==> src/rtl/grant_xfer_pkg.sv <==
// grant_xfer_pkg: grant codes and FSM state encoding shared by the
// grant_xfer_unit top and its output holding register.
package grant_xfer_pkg;

  // Arbiter grant encodings (one bit per requester, A in the MSB).
  localparam logic [1:0] GNT_NONE    = 2'b00;
  localparam logic [1:0] GNT_A       = 2'b10;
  localparam logic [1:0] GNT_B       = 2'b01;
  localparam logic [1:0] GNT_ILLEGAL = 2'b11;

  // Ownership FSM states.
  typedef enum logic [1:0] {
    ST_IDLE  = 2'b00,
    ST_OWN_A = 2'b01,
    ST_OWN_B = 2'b10,
    ST_DRAIN = 2'b11
  } xfer_state_t;

  // True when the grant names exactly the given owner code.
  function automatic logic grant_is(input logic [1:0] grant, input logic [1:0] owner);
    return (grant == owner);
  endfunction

endpackage

==> src/rtl/grant_xfer_unit_out_reg.sv <==
// xfer_out_reg: one-entry data/valid/owner holding register feeding the
// shared bus. A load always wins over an accept in the same cycle, which
// is what makes back-to-back words flow at one per cycle.
module xfer_out_reg
  import grant_xfer_pkg::*;
#(
  parameter int DATA_W = 8
) (
  input  logic              clock,
  input  logic              reset,
  input  logic              i_load,
  input  logic [DATA_W-1:0] i_load_data,
  input  logic [1:0]        i_load_owner,
  input  logic              i_accept,
  output logic              o_valid,
  output logic [DATA_W-1:0] o_data,
  output logic [1:0]        o_owner
);

  logic              r_valid;
  logic [DATA_W-1:0] r_data;
  logic [1:0]        r_owner;

  // Hold the current word until the sink takes it; refill on load.
  // NOTE: registers are written with <= so every flop samples pre-edge values.
  always_ff @(posedge clock or posedge reset) begin
    if (reset) begin
      r_valid <= 1'b0;
      r_data  <= '0;
      r_owner <= GNT_NONE;
    end else if (i_load) begin
      r_valid <= 1'b1;
      r_data  <= i_load_data;
      r_owner <= i_load_owner;
    end else if (i_accept) begin
      // Word consumed with nothing behind it: the slot empties. The data
      // value is left in place; only valid and owner describe emptiness.
      r_valid <= 1'b0;
      r_owner <= GNT_NONE;
    end
  end

  assign o_valid = r_valid;
  assign o_data  = r_data;
  assign o_owner = r_owner;

endmodule

==> src/rtl/grant_xfer_unit.sv <==
// grant_xfer_unit: routes the granted requester's words onto one shared
// bus through a one-entry output register, returns combinational acks and
// keeps wrapping per-requester accepted-word counts. Ownership tracks
// grant exactly; a word stuck on the bus when grant is withdrawn is
// drained before any new owner is served.
// Optional build macro: GRANT_XFER_ERR_EN adds a sticky err output that
// flags grant = 11 and direct 10 <-> 01 grant swaps.
module grant_xfer_unit #(
  parameter int DATA_W = 8,
  parameter int CNT_W  = 8
) (
  input  logic              clock,
  input  logic              reset,
  input  logic [1:0]        grant,
  input  logic              a_valid,
  input  logic [DATA_W-1:0] a_data,
  output logic              a_ack,
  input  logic              b_valid,
  input  logic [DATA_W-1:0] b_data,
  output logic              b_ack,
  input  logic              bus_ready,
  output logic              bus_valid,
  output logic [DATA_W-1:0] bus_data,
  output logic [1:0]        bus_owner,
  output logic [CNT_W-1:0]  a_count,
  output logic [CNT_W-1:0]  b_count
`ifdef GRANT_XFER_ERR_EN
  ,
  output logic              err
`endif
);

  import grant_xfer_pkg::*;

  xfer_state_t       r_state;
  xfer_state_t       w_state_next;
  logic              w_slot_free;
  logic              w_accept;
  logic              w_load;
  logic [DATA_W-1:0] w_load_data;
  logic [1:0]        w_load_owner;
  logic [CNT_W-1:0]  r_a_count;
  logic [CNT_W-1:0]  r_b_count;

  // The register can take a word if it is empty or being emptied this cycle.
  assign w_slot_free = !bus_valid || bus_ready;
  assign w_accept    = bus_valid && bus_ready;

  // State register for the ownership FSM.
  always_ff @(posedge clock or posedge reset) begin
    if (reset) r_state <= ST_IDLE;
    else       r_state <= w_state_next;
  end

  // Next-state and ack decode; acks exist only while the owner keeps grant.
  always_comb begin
    // NOTE: every output gets a default first so no path can infer a latch.
    w_state_next = r_state;
    a_ack        = 1'b0;
    b_ack        = 1'b0;
    unique case (r_state)
      ST_IDLE: begin
        if (grant_is(grant, GNT_A))      w_state_next = ST_OWN_A;
        else if (grant_is(grant, GNT_B)) w_state_next = ST_OWN_B;
      end
      ST_OWN_A: begin
        if (grant_is(grant, GNT_A)) begin
          a_ack = a_valid && w_slot_free;
        end else begin
          // Grant withdrawn (00, 01 or 11): keep a stalled word until taken.
          w_state_next = (bus_valid && !bus_ready) ? ST_DRAIN : ST_IDLE;
        end
      end
      ST_OWN_B: begin
        if (grant_is(grant, GNT_B)) begin
          b_ack = b_valid && w_slot_free;
        end else begin
          w_state_next = (bus_valid && !bus_ready) ? ST_DRAIN : ST_IDLE;
        end
      end
      ST_DRAIN: begin
        // Grant is deliberately ignored until the held word leaves.
        if (w_accept) w_state_next = ST_IDLE;
      end
      default: w_state_next = ST_IDLE;
    endcase
  end

  // Only one ack can be high, so the source mux keys on a_ack alone.
  assign w_load       = a_ack || b_ack;
  assign w_load_data  = a_ack ? a_data : b_data;
  assign w_load_owner = a_ack ? GNT_A : GNT_B;

  xfer_out_reg #(
    .DATA_W (DATA_W)
  ) u_out_reg (
    .clock        (clock),
    .reset        (reset),
    .i_load       (w_load),
    .i_load_data  (w_load_data),
    .i_load_owner (w_load_owner),
    .i_accept     (w_accept),
    .o_valid      (bus_valid),
    .o_data       (bus_data),
    .o_owner      (bus_owner)
  );

  // Count each sink acceptance against the owner of the accepted word.
  always_ff @(posedge clock or posedge reset) begin
    if (reset) begin
      r_a_count <= '0;
      r_b_count <= '0;
    end else if (w_accept) begin
      if (bus_owner == GNT_A) r_a_count <= r_a_count + CNT_W'(1);
      if (bus_owner == GNT_B) r_b_count <= r_b_count + CNT_W'(1);
    end
  end

  assign a_count = r_a_count;
  assign b_count = r_b_count;

`ifdef GRANT_XFER_ERR_EN
  logic [1:0] r_grant_prev;
  logic       r_err;

  // Sticky protocol error: illegal grant code or a swap with no 00 between.
  always_ff @(posedge clock or posedge reset) begin
    if (reset) begin
      r_grant_prev <= GNT_NONE;
      r_err        <= 1'b0;
    end else begin
      r_grant_prev <= grant;
      if (grant == GNT_ILLEGAL ||
          (r_grant_prev == GNT_A && grant == GNT_B) ||
          (r_grant_prev == GNT_B && grant == GNT_A))
        r_err <= 1'b1;
    end
  end

  assign err = r_err;
`endif

endmodule

==> config.mk <==
export PLATFORM = sky130hd
export DESIGN_NAME = grant_xfer_unit
export DESIGN_NICKNAME = d
export VERILOG_FILES = /design/src/rtl/grant_xfer_pkg.sv /design/src/rtl/grant_xfer_unit_out_reg.sv /design/src/rtl/grant_xfer_unit.sv
export SDC_FILE = /design/constraint.sdc
export NUM_CORES = 1
export LEC_CHECK = 0
export CELL_PAD_IN_SITES_DETAIL_PLACEMENT = 1
export CELL_PAD_IN_SITES_GLOBAL_PLACEMENT = 1
export CORE_UTILIZATION = 37
export DETAILED_ROUTE_END_ITERATION = 10
export GPL_TIMING_DRIVEN = 0
export PLACE_DENSITY = 0.87
export RECOVER_POWER = 100
export SETUP_SLACK_MARGIN = 0.15
export SKIP_LAST_GASP = 1
export SLEW_MARGIN = 20
export SYNTH_ARGS = -nofsm -noshare
export SYNTH_HDL_FRONTEND = slang
export SYNTH_SLANG_ARGS = --single-unit
==> constraint.sdc <==
create_clock -name clock -period 2.9 [get_ports clock]
set_input_delay 0.29 -clock clock [delete_from_list [all_inputs] [get_ports clock]]
set_output_delay 0.29 -clock clock [all_outputs]
set_load 0.05 [all_outputs]
* Yosys cells after proc, flatten, opt, wreduce, memory -nomap -nowiden
Index checks and enable logic that the tools add are counted.
** Cells by class
- Add/sub/neg operators :: 2
- Reductions and logical operators :: 13
- Muxes and demuxes :: 16
- Equal/unequal tests :: 11
** Operators by type and width (count)
- $add 8x1->8 const B :: 2
- $mux 2 :: 8
- $eq 2x2->1 const B :: 4
- $mux 8 :: 1
- $pmux 2 s4 :: 1
- $eq 2x1->1 const B :: 3
- $mux 1 :: 6
- $logic_and 1x1->1 :: 4
- $ne 2x2->1 const B :: 2
- $reduce_and 2->1 :: 2
- $reduce_and 4->1 :: 1
- $ne 3x3->1 const B :: 1
- $logic_not 1->1 :: 2
- $logic_not 2->1 :: 1
- $logic_or 1x1->1 :: 2
- $ne 2x1->1 const B :: 1
- $reduce_bool 2->1 :: 1
** Word-level totals
- Bits in registers :: 29
- Logic and storage cells :: 48
- Bits of input ports :: 23
- Output and inout bits :: 29

* Depth between registers and ports, before layout
Gate-level depths: netlist of the first run.
- Depth in word-level cells :: 7
- Depth in mapped cells :: 7
- Mapped depth without buffers :: 6

* By module
From an unflattened synthesis of the first run, not the netlist that was laid out.
** Second synthesis, totals
- Cell total of the unflattened synthesis :: 127
- Area total of the unflattened synthesis :: 1554.0 sq um
** By module, submodules not included
- grant_xfer_unit :: cells each 98, sequential area each 450.4 sq um, area an instance 1104.8 sq um, instances 1
- xfer_out_reg :: cells each 29, sequential area each 275.3 sq um, area an instance 449.2 sq um, instances 1

* Worst setup path after synthesis of the first run
OpenSTA, ideal clock, no wires.
- Path type :: flip-flop to flip-flop
- From :: register u_out_reg.r_valid, in the netlist u_out_reg.o_valid
- To :: register u_out_reg.r_owner[1], in the netlist u_out_reg.o_owner[1]
- Arrival time :: 1.911 ns
- Clock period less this slack :: 2.069 ns
- Path buffers :: 1
- Library setup time :: 0.158 ns
- Stages on the path, launching flop included :: 5
- Required time :: 2.742 ns
- Setup slack :: 0.831 ns
- Path through :: dfrtp_1 and2b_4 buf_4 nor2_1 o21ai_1
** On the way
- Longest elaborated chain between the ends :: 7
- Elaborated cells on any way between the ends :: 13
- Those cells by class :: mux: 6; reduce/logical: 7
** Ends and longest elaborated chain
- start, declared :: line grant_xfer_unit_out_reg.sv:20 : logic r_valid;
- start signal, assigned :: line grant_xfer_unit_out_reg.sv:28 : r_valid <= 1'b0;
- start signal, assigned :: line grant_xfer_unit_out_reg.sv:32 : r_valid <= 1'b1;
- start signal, assigned :: line grant_xfer_unit_out_reg.sv:38 : r_valid <= 1'b0;
- $logic_not 1->1 * :: line grant_xfer_unit.sv:46 : assign w_slot_free = !bus_valid || bus_ready;
- $logic_or 1x1->1 * :: line grant_xfer_unit.sv:46
- $logic_and 1x1->1 * :: line grant_xfer_unit.sv:76 : b_ack = b_valid && w_slot_free;
- $mux 1 * :: line grant_xfer_unit.sv:75 : if (grant_is(grant, GNT_B)) begin
- $mux 1 * :: line grant_xfer_unit.sv:61 : unique case (r_state)
- named net b_ack :: line grant_xfer_unit.sv:20 : output logic b_ack,
- $logic_or 1x1->1 * :: line grant_xfer_unit.sv:90 : assign w_load = a_ack || b_ack;
- $mux 2 or $reduce_bool 2->1 (tied branches)
- end signal, assigned :: line grant_xfer_unit_out_reg.sv:34 : r_owner <= i_load_owner;
- end, declared :: line grant_xfer_unit_out_reg.sv:22 : logic [1:0] r_owner;
Mark *: on every way through the listed nets, which the timed path passes. The rest lies on a longest branch.
A chain may end at the register's enable or synchronous reset.

* Final worst setup path of the first run
- From :: register r_state[1]
- To :: output a_ack
** On the way
- Longest elaborated chain between the ends :: 2
** Ends and longest elaborated chain
- start, declared :: line grant_xfer_unit.sv:35 : xfer_state_t r_state;
- start signal, assigned :: line grant_xfer_unit.sv:52 : else r_state <= w_state_next;
- $eq 2x1->1 :: line grant_xfer_unit.sv:61
- $mux 1 :: line grant_xfer_unit.sv:61
- end, declared :: line grant_xfer_unit.sv:17 : output logic a_ack,
Every way passes these cells.

==> results of run 1 <==
## metal layers
| layer | track usage | share of wire | routed length (um) | vias to the layer above |
|---|---|---|---|---|
| li1 | - | - | - | 658 |
| met1 | 0.2598 | 0.40 | 1751 | 711 |
| met2 | 0.3825 | 0.54 | 2364 | 40 |
| met3 | 0.05236 | 0.040 | 176 | 11 |
| met4 | 0.08777 | 0.022 | 97 | 0 |
| met5 | 0 | 0 | 0 | - |
## report_power, final
group | leakage (nW) | internal [mW] | switching [mW]
clock | 0.0443 | 0.188 | 0.145
sequential | 0.381 | 0.513 | 0.107
combinational | 0.620 | 0.304 | 0.580
## final cells by class
cell class / count / area [sq um]
buffer: 7 / 38.79
multi-input combinational: 109 / 782.0
fill: 455 / 1859
sequential: 29 / 725.7
clock buffer: 7 / 86.33
tap: 50 / 62.56
timing repair buffer: 49 / 488.0
inverter: 4 / 15.01
## cell usage in the layout, fill, tap and decap left out, drive strengths merged
cell / synthesis / final
a211oi: 2 / 2
a21bo: 1 / 1
a221oi: 2 / 2
a22oi: 1 / 1
a31oi: 8 / 8
and2b: 1 / 1
and3: 1 / 1
and4: 2 / 2
and4b: 3 / 3
and4bb: 1 / 1
buf: 6 / 4
clkbuf: 1 / 10
clkdlybuf4s50: 0 / 18
dfrtp: 29 / 29
dlygate4sd2: 0 / 2
dlygate4sd3: 0 / 29
ha: 7 / 7
inv: 4 / 4
mux2: 2 / 2
mux2i: 2 / 2
nand2: 10 / 10
nand2b: 5 / 5
nand3: 13 / 13
nand4: 4 / 4
nand4b: 3 / 3
nor2: 2 / 2
nor2b: 1 / 1
nor3: 12 / 12
nor4: 1 / 1
o21ai: 9 / 9
o22ai: 2 / 2
xnor2: 10 / 10
xor2: 4 / 4
## cell families (layout without fill, tap and decap cells)
family	count (synthesis)	after routing
AO/OA/AOI/OAI	25	25
AND/OR/NAND/NOR	59	59
adder cells (fa/ha/maj)	7	7
flip-flops	29	29
XOR/XNOR	14	14
multiplexers	4	4
buffers and inverters	11	67
## state kept, by name, indices dropped and copies added, names as in the netlist
register           cells
a_count                8
b_count                8
r_state                2
u_out_reg.o_data       8
u_out_reg.o_owner      2
u_out_reg.o_valid      1
## worst max-delay path, delay by kind of cell (launching register included)
kind | cells | cell delay (ns)
buf+inv | 4 | 0.98
flops | 1 | 0.44
simple gates | 2 | 0.39
fa+ha+maj | 1 | 0.24
## repair_timing
action	4_1_cts	5_1_grt
setup endpoints to repair	2	0
setup buffers	0	0
gates resized for setup	2	0
## stage by stage
step           power [mW]  worst slack, ns  cell area (sq um)
6_report            1.836           0.2841               2198
3_3_place_gp        1.514           0.2418               2133
4_1_cts             1.905           0.2957               2217
2_1_floorplan       1.230           0.8306               1580
5_1_grt             1.941           0.1557               2198
3_5_place_dp        1.565           0.1824               2133
## final timing paths
| kind | cells after the start | slack, ns | endpoint |
|---|---|---|---|
| min | 3 | 0.44 | u_out_reg.o_valid |
| max | 7 | 0.28 | a_ack |
| min in group asynchronous | 2 | 0.73 | u_out_reg.o_owner[1] |
| max reg2reg | 5 | 1.14 | u_out_reg.o_data[4] |
| min reg2reg | 1 | 0.47 | a_count[7] |
| max in group asynchronous | 2 | 1.51 | r_state[1] |
==> impl_metrics.tcl, run 1 <==
set metrics [dict create \
    status "finished, final reports clean" \
    synth-xor-area-share 0.07759 \
    route.detailed.wl_per_inst_um 17.22 \
    layoutNonFillerInstCount 255 \
    max-slew-margin-rel 0.2676 \
    syn2layout_area_growth_pct 39.11 \
    fin_tns_setup_ns 0 \
    synth.distinct_cells 35 \
    grt_max_degree 30 \
    grt_setup_unrepaired "no" \
    core-area_sq_um 4058 \
    crit_path_max_fanout 10 \
    drive_gt1_frac 0.08780 \
    fin_worst_skew_ns 0.005536 \
    synth_top_family_by_area "simple AND/OR/NAND/NOR gates" \
    global_route.overflow_total 0 \
    report.final.setup_viol 0 \
    insertion_delay_ns 0.28 \
    simple_gate_area_share_of_the_yosys_netlist 0.2447 \
    height_of_the_die_um 67.35 \
    synth_async_sr_flop_share 1.000 \
    critical_path_class "flip-flop to primary output" \
    edff_count_synth 0 \
    critical-path-max-stage-delay_ns 0.54 \
    cp_cell_sequence "inv_1, ha_1, nand4b_4, nand2b_1, clkbuf_2, inv_2, dlygate4sd2_1" \
    clk_pin_slew_worst_setup_hold_paths_ns 0.06 \
    cts_inserted_buffers 5 \
    synth_top_flop_cell "dfrtp_1" \
    ios 52 \
    vias_in_the_first_global_route 1487 \
    groute.usage.overall 0.2204 \
    antenna_fix_cells 0 \
    largest_area_contributor_in_the_netlist "dfrtp_1" \
    irDropWorstVdd_uv 380.8 \
    finalNetCount 235 \
    hp-class "input port to flip-flop" \
    drtIter0Drc 87 \
    max_slew.worst_pin.slew_ns 1.097 \
    whs_ns 0.4361 \
    finalCriticalPeriod_ns 2.616 \
    power_leakage_nw 1.045 \
    synth.ff_latch_count 29 \
    number_of_port_buffers 49 \
    hold_start "grant[1]" \
    post-route-period-util 0.9020 \
    drv_slew 0 \
    synthAdderAreaFrac 0.05542 \
    setup.worst_path.start_class "flip-flop" \
    die_x_um 67.35 \
    count_of_standard_cell_rows 23 \
    hold_viol_final 0 \
    synth.area.mux_share 0.02692 \
    critical_path.endpoint_type "primary output" \
    synth_cells 149 \
    critPathArrivalTime_ns 2.33 \
    drt.antenna.violating_nets 0 \
    start_util 0.3895 \
    drt_pass1_iterations 4 \
    clock_tree_from_tritoncts "done" \
    worstPathRequired_ns 2.61 \
    remaining_drc_errors 0 \
    hold_buffers 0 \
    post_synth_main_area_contributors "dfrtp_1 46%, ha_1 5.5%, xnor2_1 5.5%" \
    maxCapViolations 0 \
    initial_antenna_violation_count 0 \
    cp-startpoint "r_state[1]" \
    cts_sinks 29 \
    seq_area_frac_synth 0.4592 \
    design.die.area_sq_um 4536 \
    global_route_wire_length_before_repair_um 7210 \
    globalplace.congestion 0.7815 \
    vias 1420 \
    final_util 0.5418 \
    ctsLongestPathBuffers 2 \
    finalWirelength_um 4390 \
    synthMostInstantiatedCell "dfrtp_1" \
    cts_root_buffer "clkbuf_8" \
    synth-warning-count 0 \
    launching_point_of_the_worst_reg2reg_path "r_state[0]" \
    route.detailed.vias_per_inst 5.569 \
    synth_compound_area_frac 0.09976 \
    synth_top_area_share 0.4592 \
    syn_area_per_cell_sq_um 10.61 \
    synth_nets 179 \
    cts.htree.levels 2 \
    hpwlAfterDp_um 3302 \
    netlist_top_cells_count "29 x dfrtp_1, 13 x nand3_1, 12 x nor3_1" \
    post-place-cells 248 \
    p_per_area_nw_per_um2 835.4 \
    syn_area_sq_um 1580 \
    fmax_ghz 0.3823 \
    critical_path_slowest_stage_cell "dlygate4sd2_1" \
]
Note: power is estimated with default switching activity, not from simulation.
==> run 2, diff against run 1 <==
- CORE_ASPECT_RATIO: default -> 1.1
==> impl_metrics.tcl, run 2 (same netlist as run 1, synthesis figures left out) <==
set metrics [dict create \
    drt_pass1_iterations 4 \
    cts_root_buffer "clkbuf_8" \
    hold_viol_final 0 \
    drt.antenna.violating_nets 0 \
    dpl_cell_area_sq_um 2136 \
    critical_path_class "flip-flop to primary output" \
    multi_input_area_sq_um 782.0 \
    critPathArrivalTime_ns 2.39 \
    clock_tree_from_tritoncts "done" \
    sequential_cell_area_sq_um 725.7 \
    fin_tns_setup_ns 0 \
    finalNetCount 235 \
    num-fill-cells 463 \
    ctsLongestPathBuffers 2 \
    initial_antenna_violation_count 0 \
    p_per_area_nw_per_um2 841.3 \
    max-slew-margin-rel 0.2861 \
    die_x_um 64.31 \
    finalCriticalPeriod_ns 2.683 \
    layout_common_cells "29 x dfrtp_1, 29 x dlygate4sd3_1, 18 x clkdlybuf4s50_1" \
    groute.usage.overall 0.2193 \
    height_of_the_die_um 70.54 \
    crit_path_max_fanout 10 \
    route.detailed.vias_per_inst 5.529 \
    fin_worst_skew_ns 0.005550 \
    grt_setup_unrepaired "no" \
    vias 1421 \
    drtIter0Drc 75 \
    layoutNonFillerInstCount 257 \
    hold_buffers 0 \
    globalplace.congestion 0.7530 \
    antenna_fix_cells 0 \
    vias_in_the_first_global_route 1486 \
    post-route-period-util 0.9251 \
    cts.htree.levels 2 \
    post-place-cells 250 \
    design.die.area_sq_um 4536 \
    drive_gt1_frac 0.08780 \
    core-area_sq_um 4024 \
    ios 52 \
    irDropWorstVdd_uv 405.3 \
    worstPathRequired_ns 2.61 \
    setup.worst_path.start_class "flip-flop" \
    finalWirelength_um 4351 \
    cts_sinks 29 \
    postCtsSetupRepairBufs 0 \
    remaining_drc_errors 0 \
    maxCapViolations 0 \
    syn2layout_area_growth_pct 39.35 \
    cts_inserted_buffers 5 \
    grt_max_degree 30 \
    drv_slew 0 \
    count_of_standard_cell_rows 24 \
    start_util 0.3927 \
    status "finished, final reports clean" \
    fmax_ghz 0.3728 \
    max_slew.worst_pin.slew_ns 1.070 \
    critical_path.endpoint_type "primary output" \
    global_route_wire_length_before_repair_um 7452 \
    clk_pin_slew_worst_setup_hold_paths_ns 0.06 \
    power_leakage_nw 1.040 \
    global_route.overflow_total 0 \
    final_area_sq_um 2202 \
    insertion_delay_ns 0.29 \
    number_of_port_buffers 49 \
    route.detailed.wl_per_inst_um 16.93 \
    hpwlAfterDp_um 3260 \
    hp-class "input port to flip-flop" \
    report.final.setup_viol 0 \
]
-- run 2: cell count changes in the layout (fill, tap and decap cells not counted), sizes merged --
cell,before,now
clkdlybuf4s25,0,1
dlygate4sd2,2,1
-- run 2: worst max-delay path, cell delays in order (launching register included) --
cell	delay, ns
dfrtp_1	0.45
inv_1	0.13
ha_1	0.21
nand4b_1	0.40
nor2_1	0.28
clkdlybuf4s25_1	0.64
-- run 2: power breakdown --
group          internal, mW  switching [mW]  leakage (nW)
Sequential            0.513           0.111         0.381
Combinational         0.304           0.587         0.614
Clock                 0.188           0.150        0.0443
-- run 2: through the flow --
stage / total power, mW / hold WS [ns] / util / setup slack [ns]
3_3_place_gp: 1.516 / 0.4586 / 0.5308 / 0.2458
3_5_place_dp: 1.569 / 0.4571 / 0.5308 / 0.2087
2_1_floorplan: 1.230 / 0.3681 / - / 0.8306
6_report: 1.853 / 0.4499 / 0.5473 / 0.2173
5_1_grt: 1.948 / 0.4819 / 0.5473 / 0.09074
4_1_cts: 1.912 / 0.4480 / 0.5516 / 0.2676
-- run 2: area by class of cell --
cell class	count	area share
multi-input combinational	109	0.3551
sequential	29	0.3295
timing repair buffer	49	0.2222
clock buffer	7	0.03920
tap	52	0.02955
buffer	7	0.01761
inverter	4	0.006818
-- run 2: path summary, 6_finish.rpt --
| check | from | end | slack, ns | depth (start not counted) |
|---|---|---|---|---|
| worst max register to register | r_state[0] | u_out_reg.o_data[4] | 1.08 | 5 |
| min in group asynchronous | reset | b_count[4] | 0.71 | 2 |
| worst max-delay path | r_state[0] | b_ack | 0.22 | 5 |
| max in group asynchronous | reset | a_count[4] | 1.54 | 2 |
| worst min-delay path | grant[1] | u_out_reg.o_valid | 0.45 | 3 |
| worst min register to register | a_count[7] | a_count[7] | 0.46 | 1 |
-- run 2: layer usage --
layer  vias up  wire length (um)  GRT usage  part of all wire
met5         -                 0          0                 0
met4         0                98     0.1111             0.023
met3         7               140    0.04032             0.032
met2        37              2374     0.3743              0.55
met1       719              1738     0.2624              0.40
li1        658                 -          -                 -
-- run 2: what timing repair did --
action	CTS	global route
endpoints found under the hold margin	0	0
endpoints found under the setup margin	2	1
gates resized for setup	2	1
